## src/rtl/regfile_pkg.sv

```systemverilog
// Shared types and constants for the register-file write arbiter.
package regfile_pkg;

    localparam int unsigned REG_ADDR_W = 5;
    localparam int unsigned REG_DATA_W = 32;
    localparam int unsigned IO_PEND_W  = 3;

    localparam logic [REG_ADDR_W-1:0] REG_ZERO = 5'd0;

    typedef struct packed {
        logic [REG_ADDR_W-1:0] addr;
        logic [REG_DATA_W-1:0] data;
    } wr_req_t;

endpackage

```

## src/rtl/regfile_write_arbiter_if.sv

```systemverilog
// Bus bundle for the write arbiter: CPU writeback, I/O request handshake, regfile write port.
interface regfile_write_arbiter_if;
    import regfile_pkg::*;

    logic                  cpu_writeEnable;
    logic [REG_ADDR_W-1:0] cpu_writeReg;
    logic [REG_DATA_W-1:0] cpu_writeData;
    logic                  io_valid;
    logic [REG_ADDR_W-1:0] io_reg;
    logic [REG_DATA_W-1:0] io_data;
    logic                  io_ready;
    logic                  ctrl_writeEnable;
    logic [REG_ADDR_W-1:0] ctrl_writeReg;
    logic [REG_DATA_W-1:0] data_writeReg;
    logic                  cpu_stall;
    logic [IO_PEND_W-1:0]  io_pending;

    modport master (
        output cpu_writeEnable, cpu_writeReg, cpu_writeData, io_valid, io_reg, io_data,
        input  io_ready, ctrl_writeEnable, ctrl_writeReg, data_writeReg, cpu_stall, io_pending
    );

    modport slave (
        input  cpu_writeEnable, cpu_writeReg, cpu_writeData, io_valid, io_reg, io_data,
        output io_ready, ctrl_writeEnable, ctrl_writeReg, data_writeReg, cpu_stall, io_pending
    );

endinterface

```

## src/rtl/regfile_wr_fifo.sv

```systemverilog
// Synchronous FIFO of write requests; occupancy is its own counter so full/empty need no
// extra pointer bit.
module regfile_wr_fifo
    import regfile_pkg::*;
#(
    parameter  int unsigned Depth = 4,
    localparam int unsigned PtrW  = $clog2(Depth),
    localparam int unsigned CntW  = PtrW + 1
) (
    input  logic            clk_i,
    input  logic            rst_i,
    input  logic            push_i,
    input  wr_req_t         wdata_i,
    input  logic            pop_i,
    output wr_req_t         rdata_o,
    output logic            full_o,
    output logic            empty_o,
    output logic [CntW-1:0] count_o
);

    wr_req_t         mem_q [Depth];
    logic [PtrW-1:0] wr_ptr_q, wr_ptr_d;
    logic [PtrW-1:0] rd_ptr_q, rd_ptr_d;
    logic [CntW-1:0] count_q, count_d;
    logic            push, pop;

    assign full_o  = (count_q == CntW'(Depth));
    assign empty_o = (count_q == '0);
    assign count_o = count_q;
    assign rdata_o = mem_q[rd_ptr_q];

    assign push = push_i && !full_o;
    assign pop  = pop_i && !empty_o;

    always_comb begin
        wr_ptr_d = push ? wr_ptr_q + PtrW'(1) : wr_ptr_q;
        rd_ptr_d = pop ? rd_ptr_q + PtrW'(1) : rd_ptr_q;
        count_d  = count_q;
        if (push && !pop) begin
            count_d = count_q + CntW'(1);
        end else if (pop && !push) begin
            count_d = count_q - CntW'(1);
        end
    end

    always_ff @(posedge clk_i or posedge rst_i) begin
        if (rst_i) begin
            wr_ptr_q <= '0;
            rd_ptr_q <= '0;
            count_q  <= '0;
        end else begin
            wr_ptr_q <= wr_ptr_d;
            rd_ptr_q <= rd_ptr_d;
            count_q  <= count_d;
        end
    end

    // Storage needs no reset: empty_o masks stale contents.
    always_ff @(posedge clk_i) begin
        if (push) begin
            mem_q[wr_ptr_q] <= wdata_i;
        end
    end

endmodule

```

## src/rtl/regfile_write_arbiter.sv

```systemverilog
// Merges CPU writeback with buffered I/O register writes onto the single regfile write port.
// Optional starvation guard for queued I/O writes: define REGFILE_STARVE_GUARD_EN.
module regfile_write_arbiter
    import regfile_pkg::*;
#(
    parameter int unsigned FIFO_DEPTH = 4,
    parameter int unsigned MAX_WAIT   = 8
) (
    input logic                     clock,
    input logic                     ctrl_reset,
    regfile_write_arbiter_if.slave  wr_if
);

    localparam int unsigned CntW = $clog2(FIFO_DEPTH) + 1;

    wr_req_t         push_req, head_req;
    logic            fifo_full, fifo_empty, fifo_push, fifo_pop;
    logic [CntW-1:0] fifo_count;
    logic            cpu_slot;

    assign push_req = '{addr: wr_if.io_reg, data: wr_if.io_data};

    // r0 requests complete the handshake but are dropped here.
    assign wr_if.io_ready = !fifo_full;
    assign fifo_push      = wr_if.io_valid && !fifo_full && (wr_if.io_reg != REG_ZERO);

    assign cpu_slot = wr_if.cpu_writeEnable && (wr_if.cpu_writeReg != REG_ZERO) &&
                      !wr_if.cpu_stall;
    assign fifo_pop = !fifo_empty && !cpu_slot;

    assign wr_if.io_pending = IO_PEND_W'(fifo_count);

    regfile_wr_fifo #(
        .Depth (FIFO_DEPTH)
    ) u_fifo (
        .clk_i   (clock),
        .rst_i   (ctrl_reset),
        .push_i  (fifo_push),
        .wdata_i (push_req),
        .pop_i   (fifo_pop),
        .rdata_o (head_req),
        .full_o  (fifo_full),
        .empty_o (fifo_empty),
        .count_o (fifo_count)
    );

    always_comb begin
        wr_if.ctrl_writeEnable = 1'b0;
        wr_if.ctrl_writeReg    = REG_ZERO;
        wr_if.data_writeReg    = '0;
        if (cpu_slot) begin
            wr_if.ctrl_writeEnable = 1'b1;
            wr_if.ctrl_writeReg    = wr_if.cpu_writeReg;
            wr_if.data_writeReg    = wr_if.cpu_writeData;
        end else if (!fifo_empty) begin
            wr_if.ctrl_writeEnable = 1'b1;
            wr_if.ctrl_writeReg    = head_req.addr;
            wr_if.data_writeReg    = head_req.data;
        end
    end

`ifdef REGFILE_STARVE_GUARD_EN
    localparam int unsigned WaitW = $clog2(MAX_WAIT + 1);

    logic [WaitW-1:0] wait_q, wait_d;

    // Head age in cycles; at MAX_WAIT the CPU is held off for one slot.
    assign wr_if.cpu_stall = (wait_q == WaitW'(MAX_WAIT));
    assign wait_d          = (fifo_empty || fifo_pop) ? '0 : wait_q + WaitW'(1);

    always_ff @(posedge clock or posedge ctrl_reset) begin
        if (ctrl_reset) begin
            wait_q <= '0;
        end else begin
            wait_q <= wait_d;
        end
    end
`else
    assign wr_if.cpu_stall = 1'b0;
`endif

endmodule

```

## src/flat_wrapper.sv

```systemverilog
// flat-port wrapper written by rule: the top's interface ports become plain ports
module regfile_write_arbiter_flat import regfile_pkg::*;
#(
    parameter int unsigned FIFO_DEPTH = 4,
    parameter int unsigned MAX_WAIT   = 8
)
  (clock, ctrl_reset, wr_if_cpu_writeEnable, wr_if_cpu_writeReg, wr_if_cpu_writeData, wr_if_io_valid, wr_if_io_reg, wr_if_io_data, wr_if_io_ready, wr_if_ctrl_writeEnable, wr_if_ctrl_writeReg, wr_if_data_writeReg, wr_if_cpu_stall, wr_if_io_pending);
  regfile_write_arbiter_if wr_if_i ();
  input logic clock;
  input logic ctrl_reset;
  input wire logic [$bits(wr_if_i.cpu_writeEnable)-1:0] wr_if_cpu_writeEnable;
  input wire logic [$bits(wr_if_i.cpu_writeReg)-1:0] wr_if_cpu_writeReg;
  input wire logic [$bits(wr_if_i.cpu_writeData)-1:0] wr_if_cpu_writeData;
  input wire logic [$bits(wr_if_i.io_valid)-1:0] wr_if_io_valid;
  input wire logic [$bits(wr_if_i.io_reg)-1:0] wr_if_io_reg;
  input wire logic [$bits(wr_if_i.io_data)-1:0] wr_if_io_data;
  output wire logic [$bits(wr_if_i.io_ready)-1:0] wr_if_io_ready;
  output wire logic [$bits(wr_if_i.ctrl_writeEnable)-1:0] wr_if_ctrl_writeEnable;
  output wire logic [$bits(wr_if_i.ctrl_writeReg)-1:0] wr_if_ctrl_writeReg;
  output wire logic [$bits(wr_if_i.data_writeReg)-1:0] wr_if_data_writeReg;
  output wire logic [$bits(wr_if_i.cpu_stall)-1:0] wr_if_cpu_stall;
  output wire logic [$bits(wr_if_i.io_pending)-1:0] wr_if_io_pending;
  assign wr_if_i.cpu_writeEnable = wr_if_cpu_writeEnable;
  assign wr_if_i.cpu_writeReg = wr_if_cpu_writeReg;
  assign wr_if_i.cpu_writeData = wr_if_cpu_writeData;
  assign wr_if_i.io_valid = wr_if_io_valid;
  assign wr_if_i.io_reg = wr_if_io_reg;
  assign wr_if_i.io_data = wr_if_io_data;
  assign wr_if_io_ready = wr_if_i.io_ready;
  assign wr_if_ctrl_writeEnable = wr_if_i.ctrl_writeEnable;
  assign wr_if_ctrl_writeReg = wr_if_i.ctrl_writeReg;
  assign wr_if_data_writeReg = wr_if_i.data_writeReg;
  assign wr_if_cpu_stall = wr_if_i.cpu_stall;
  assign wr_if_io_pending = wr_if_i.io_pending;
  regfile_write_arbiter #(.FIFO_DEPTH(FIFO_DEPTH), .MAX_WAIT(MAX_WAIT)) u_core (.clock(clock), .ctrl_reset(ctrl_reset), .wr_if(wr_if_i));
endmodule
```

## config.mk

```make
export PLATFORM = sky130hd
export DESIGN_NAME = regfile_write_arbiter_flat
export DESIGN_NICKNAME = d
export VERILOG_FILES = /design/src/rtl/regfile_pkg.sv /design/src/rtl/regfile_write_arbiter_if.sv /design/src/rtl/regfile_wr_fifo.sv /design/src/rtl/regfile_write_arbiter.sv /design/src/flat_wrapper.sv
export SDC_FILE = /design/constraint.sdc
export NUM_CORES = 1
export LEC_CHECK = 0
export CORE_ASPECT_RATIO = 1.2
export CORE_MARGIN = 2
export CORE_UTILIZATION = 44
export DETAILED_ROUTE_END_ITERATION = 7
export GPL_TIMING_DRIVEN = 0
export MAX_ROUTING_LAYER = met4
export PLACE_DENSITY = 0.8
export SYNTH_ARGS = -nofsm -noshare
export SYNTH_HDL_FRONTEND = slang
export SYNTH_SLANG_ARGS = --single-unit
```

## constraint.sdc

```tcl
create_clock -name clock -period 2.2 [get_ports clock]
set_input_delay 0.22 -clock clock [delete_from_list [all_inputs] [get_ports clock]]
set_output_delay 0.22 -clock clock [all_outputs]
set_load 0.05 [all_outputs]
```

==> reports/results.ini <==
[worst_setup_path]
cp_num_buf_inv=3
worstPathArrival_ns=2.09
worstPathRequired_ns=1.98
cp_top_family=simple AND/OR/NAND/NOR gates
r2r-start=u_core.u_fifo.count_o[2]
cp_common_cell=buf_12
cp-end-kind=primary output
path_class=register to primary output
cp_slowest_stage_delay_ns=0.40
critical_path.cell_chain=or3_4 > and3_4 > buf_12 > buf_12 > a22o_1 > buf_6
cp-startpoint=u_core.u_fifo.count_o[2]
startpoint_type=register
cp_slowest_cell=dfrtp_2
cp_max_fo=10

[clocking]
clk_pin_slew_ns=0.06
cts_root_buf=clkbuf_16
cts_hold_buf=0
htree_levels=4
worstSkewPairLatency_ns=0.41
cts.path.max_buffers=2
cts_tree=yes
cts.sinks=155
cts_buffers=17

[grt]
grt_use_met2_pct=31.8
grt_max_degree=38
use_met1_pct=20.9
use_met3_pct=4.97
grt_pass1_vias=3664
grt_pass1_wl_um=19900
grt_usage_pct=18.4
antenna_found_initial=0
grt.overflow.total=0
top_usage_layer=met2

[placed_design]
dpl-instance-area_mm2=0.00764
dp_hpwl_um=8090
place.gp.congestion=0.682
post-place-cells=571
numPortBuffers=118

[die]
die_area_mm2=0.0151
die_height_um=134
die_w_um=112
io_pins=121
row_count=47
core_mm2=0.0138
initial_core_util_pct=45.0

[yosys]
syn_area_mm2=0.00620
avgSynthCellArea_um2=22.0
synth_cells=282
synth.distinct_cells=28
synth-seq-area-share_pct=74.5
ys_warn_count=0
synth_seq_cells=155
synth_nets=366

[detailed_routing]
drcViolationCount=0
wl_per_cell_um=21.2
vias_per_cell=5.48
dr_total_vias=3424
first_pass_iters=4
ant_nets=0
first_iter_violations=127
routed_wirelength_um=13300

[timing]
fmax_mhz=433
worst_slew_pin_slew_ns=0.613
setup_viol=19
period_share_pct=105
rsz0062_at_grt=true
final_max_slew_viol_count=0
hold_violations=0
setup_ws_ns=-0.107
relSlewSlack_pct=59.2
fin_worst_skew_ns=0.00886
holdWs_ns=0.0898
final.min_clock_period_ns=2.31

[final_layout]
fillerInstances=1013
n_antenna_cell=0
fin_nets=525
final_area_mm2=0.00860
final_cells=625
drive_above_1_share_pct=35.9
area_growth_pct=38.7

[pwr]
seq_power_share_pct=36.1
clockPowerShare_pct=25.1
power.density_mw_per_mm2=1310
peakVddDrop_mv=1.13
total_power_mw=11.3
p_comb_share_pct=38.7
switching_share_pct=31.9
cellInternalPower_mw=7.67
power_switching_mw=3.59
leakage_nw=3.03

[run_status]
failed_checks=setup timing
status=finished with violations

[min_path]
hp-class=primary input to async pin

[run]
maxCapViolCount=0

==> synth_stat cells <==
| library cell | n | share of area [%] |
|---|---|---|
| inv_1 | 5 | 0.30 |
| and3_1 | 1 | 0.10 |
| xor2_1 | 3 | 0.42 |
| buf_4 | 3 | 0.36 |
| o211a_4 | 1 | 0.28 |
| nor2_1 | 1 | 0.060 |
| buf_6 | 4 | 0.73 |
| and2_1 | 4 | 0.40 |
| o21ai_0 | 1 | 0.081 |
| fa_1 | 1 | 0.32 |
| o31a_4 | 1 | 0.28 |
| mux4_2 | 37 | 13 |
| buf_2 | 7 | 0.57 |
| or3_1 | 2 | 0.20 |
| or2_1 | 1 | 0.10 |
| clkbuf_1 | 3 | 0.18 |
| nand4_1 | 1 | 0.10 |
| or4_1 | 1 | 0.12 |
| a22o_1 | 37 | 5.2 |
| dfrtp_1 | 7 | 2.8 |
| conb_1 | 1 | 0.060 |
| edfxtp_1 | 148 | 72 |
| xnor2_1 | 3 | 0.42 |
| ha_1 | 5 | 1.0 |
| mux2_4 | 1 | 0.24 |
| mux2_2 | 1 | 0.18 |
| or3b_2 | 1 | 0.14 |
| o31ai_1 | 1 | 0.12 |
==> sequential cells by signal (all words and copies together), names as in the netlist <==
register,cells
u_core.u_fifo.wr_ptr_q,2
u_core.u_fifo.rd_ptr_q,2
u_core.u_fifo.mem_q,148
u_core.u_fifo.count_o,3
==> what timing repair did <==
action	CTS	global route
pin swaps	8	17
hold endpoints to repair	0	0
setup buffers	9	10
gates cloned	1	2
endpoints found under the setup margin	114	39
gates resized for setup	277	34
==> stage by stage <==
| stage | utilization, % | TNS (ns) | worst slack [ns] |
|---|---|---|---|
| after floorplan | - | -0.0918 | -0.0507 |
| after global placement | 55.5 | -79.54 | -0.844 |
| after detailed placement | 55.5 | -84.99 | -0.867 |
| after CTS | 60.8 | -1.42 | -0.115 |
| after global routing | 62.5 | -2.62 | -0.142 |
| final | 62.5 | -1.30 | -0.107 |
==> cell type report <==
cell class / count / area [um^2] / share of cell area [%]
Multi-Input combinational cell: 105 / 1490 / 17.3
Buffer: 17 / 214 / 2.49
Inverter: 5 / 23.8 / 0.276
Tap cell: 171 / 214 / 2.49
Timing Repair Buffer: 140 / 1460 / 16.9
Clock buffer: 18 / 429 / 4.99
Sequential cell: 155 / 4620 / 53.8
Clock inverter: 14 / 146 / 1.70
==> routing by layer <==
metal  vias up  part of all wire (%)
li1       1523                     -
met1      1764                    39
met2       118                    53
met3        19                   5.7
met4         0                   2.2
met5         -                     0
==> placed cells by master (no fill, tap or decap), drive strengths merged, types with 4 or more instances in the layout <==
master         count
clkdlybuf4s50     76
buf               71
clkinv             6
inv                7
dfrtp              7
edfxtp           148
clkbuf            23
and2               4
clkinvlp           4
mux4              37
dlygate4sd2        4
a22o              37
ha                 5
==> worst paths after layout <==
kind,endpoint,slack (ns),depth (start not counted)
worst max-delay path,wr_if_data_writeReg[23],-0.11,6
worst min register to register,u_core.u_fifo.wr_ptr_q[1],0.58,1
max in group asynchronous,u_core.u_fifo.rd_ptr_q[0],1.85,2
worst min-delay path,u_core.u_fifo.count_o[1],0.09,2
min in group clock,u_core.u_fifo.rd_ptr_q[1],0.33,4
worst max register to register,u_core.u_fifo.count_o[2],-0.02,10
==> power by group through the flow <==
stage,Clock [mW],Sequential [mW],Combinational (mW)
after floorplan,0,4.18,2.55
after global placement,0,4.11,3.70
after detailed placement,0,4.16,3.76
after CTS,2.88,4.07,4.11
after global routing,2.99,4.11,4.61
final,2.83,4.07,4.36
==> kinds of logic after synthesis <==
family | Yosys count | share of synthesized area, %
flops | 155 | 74.5
compound gates | 41 | 6.00
mux | 39 | 13.9
buf+inv | 22 | 2.14
simple gates | 12 | 1.23
fa+ha+maj | 6 | 1.33
xor+xnor | 6 | 0.848
other cells | 1 | 0.0605
Note: power is estimated with default switching activity, not from simulation.
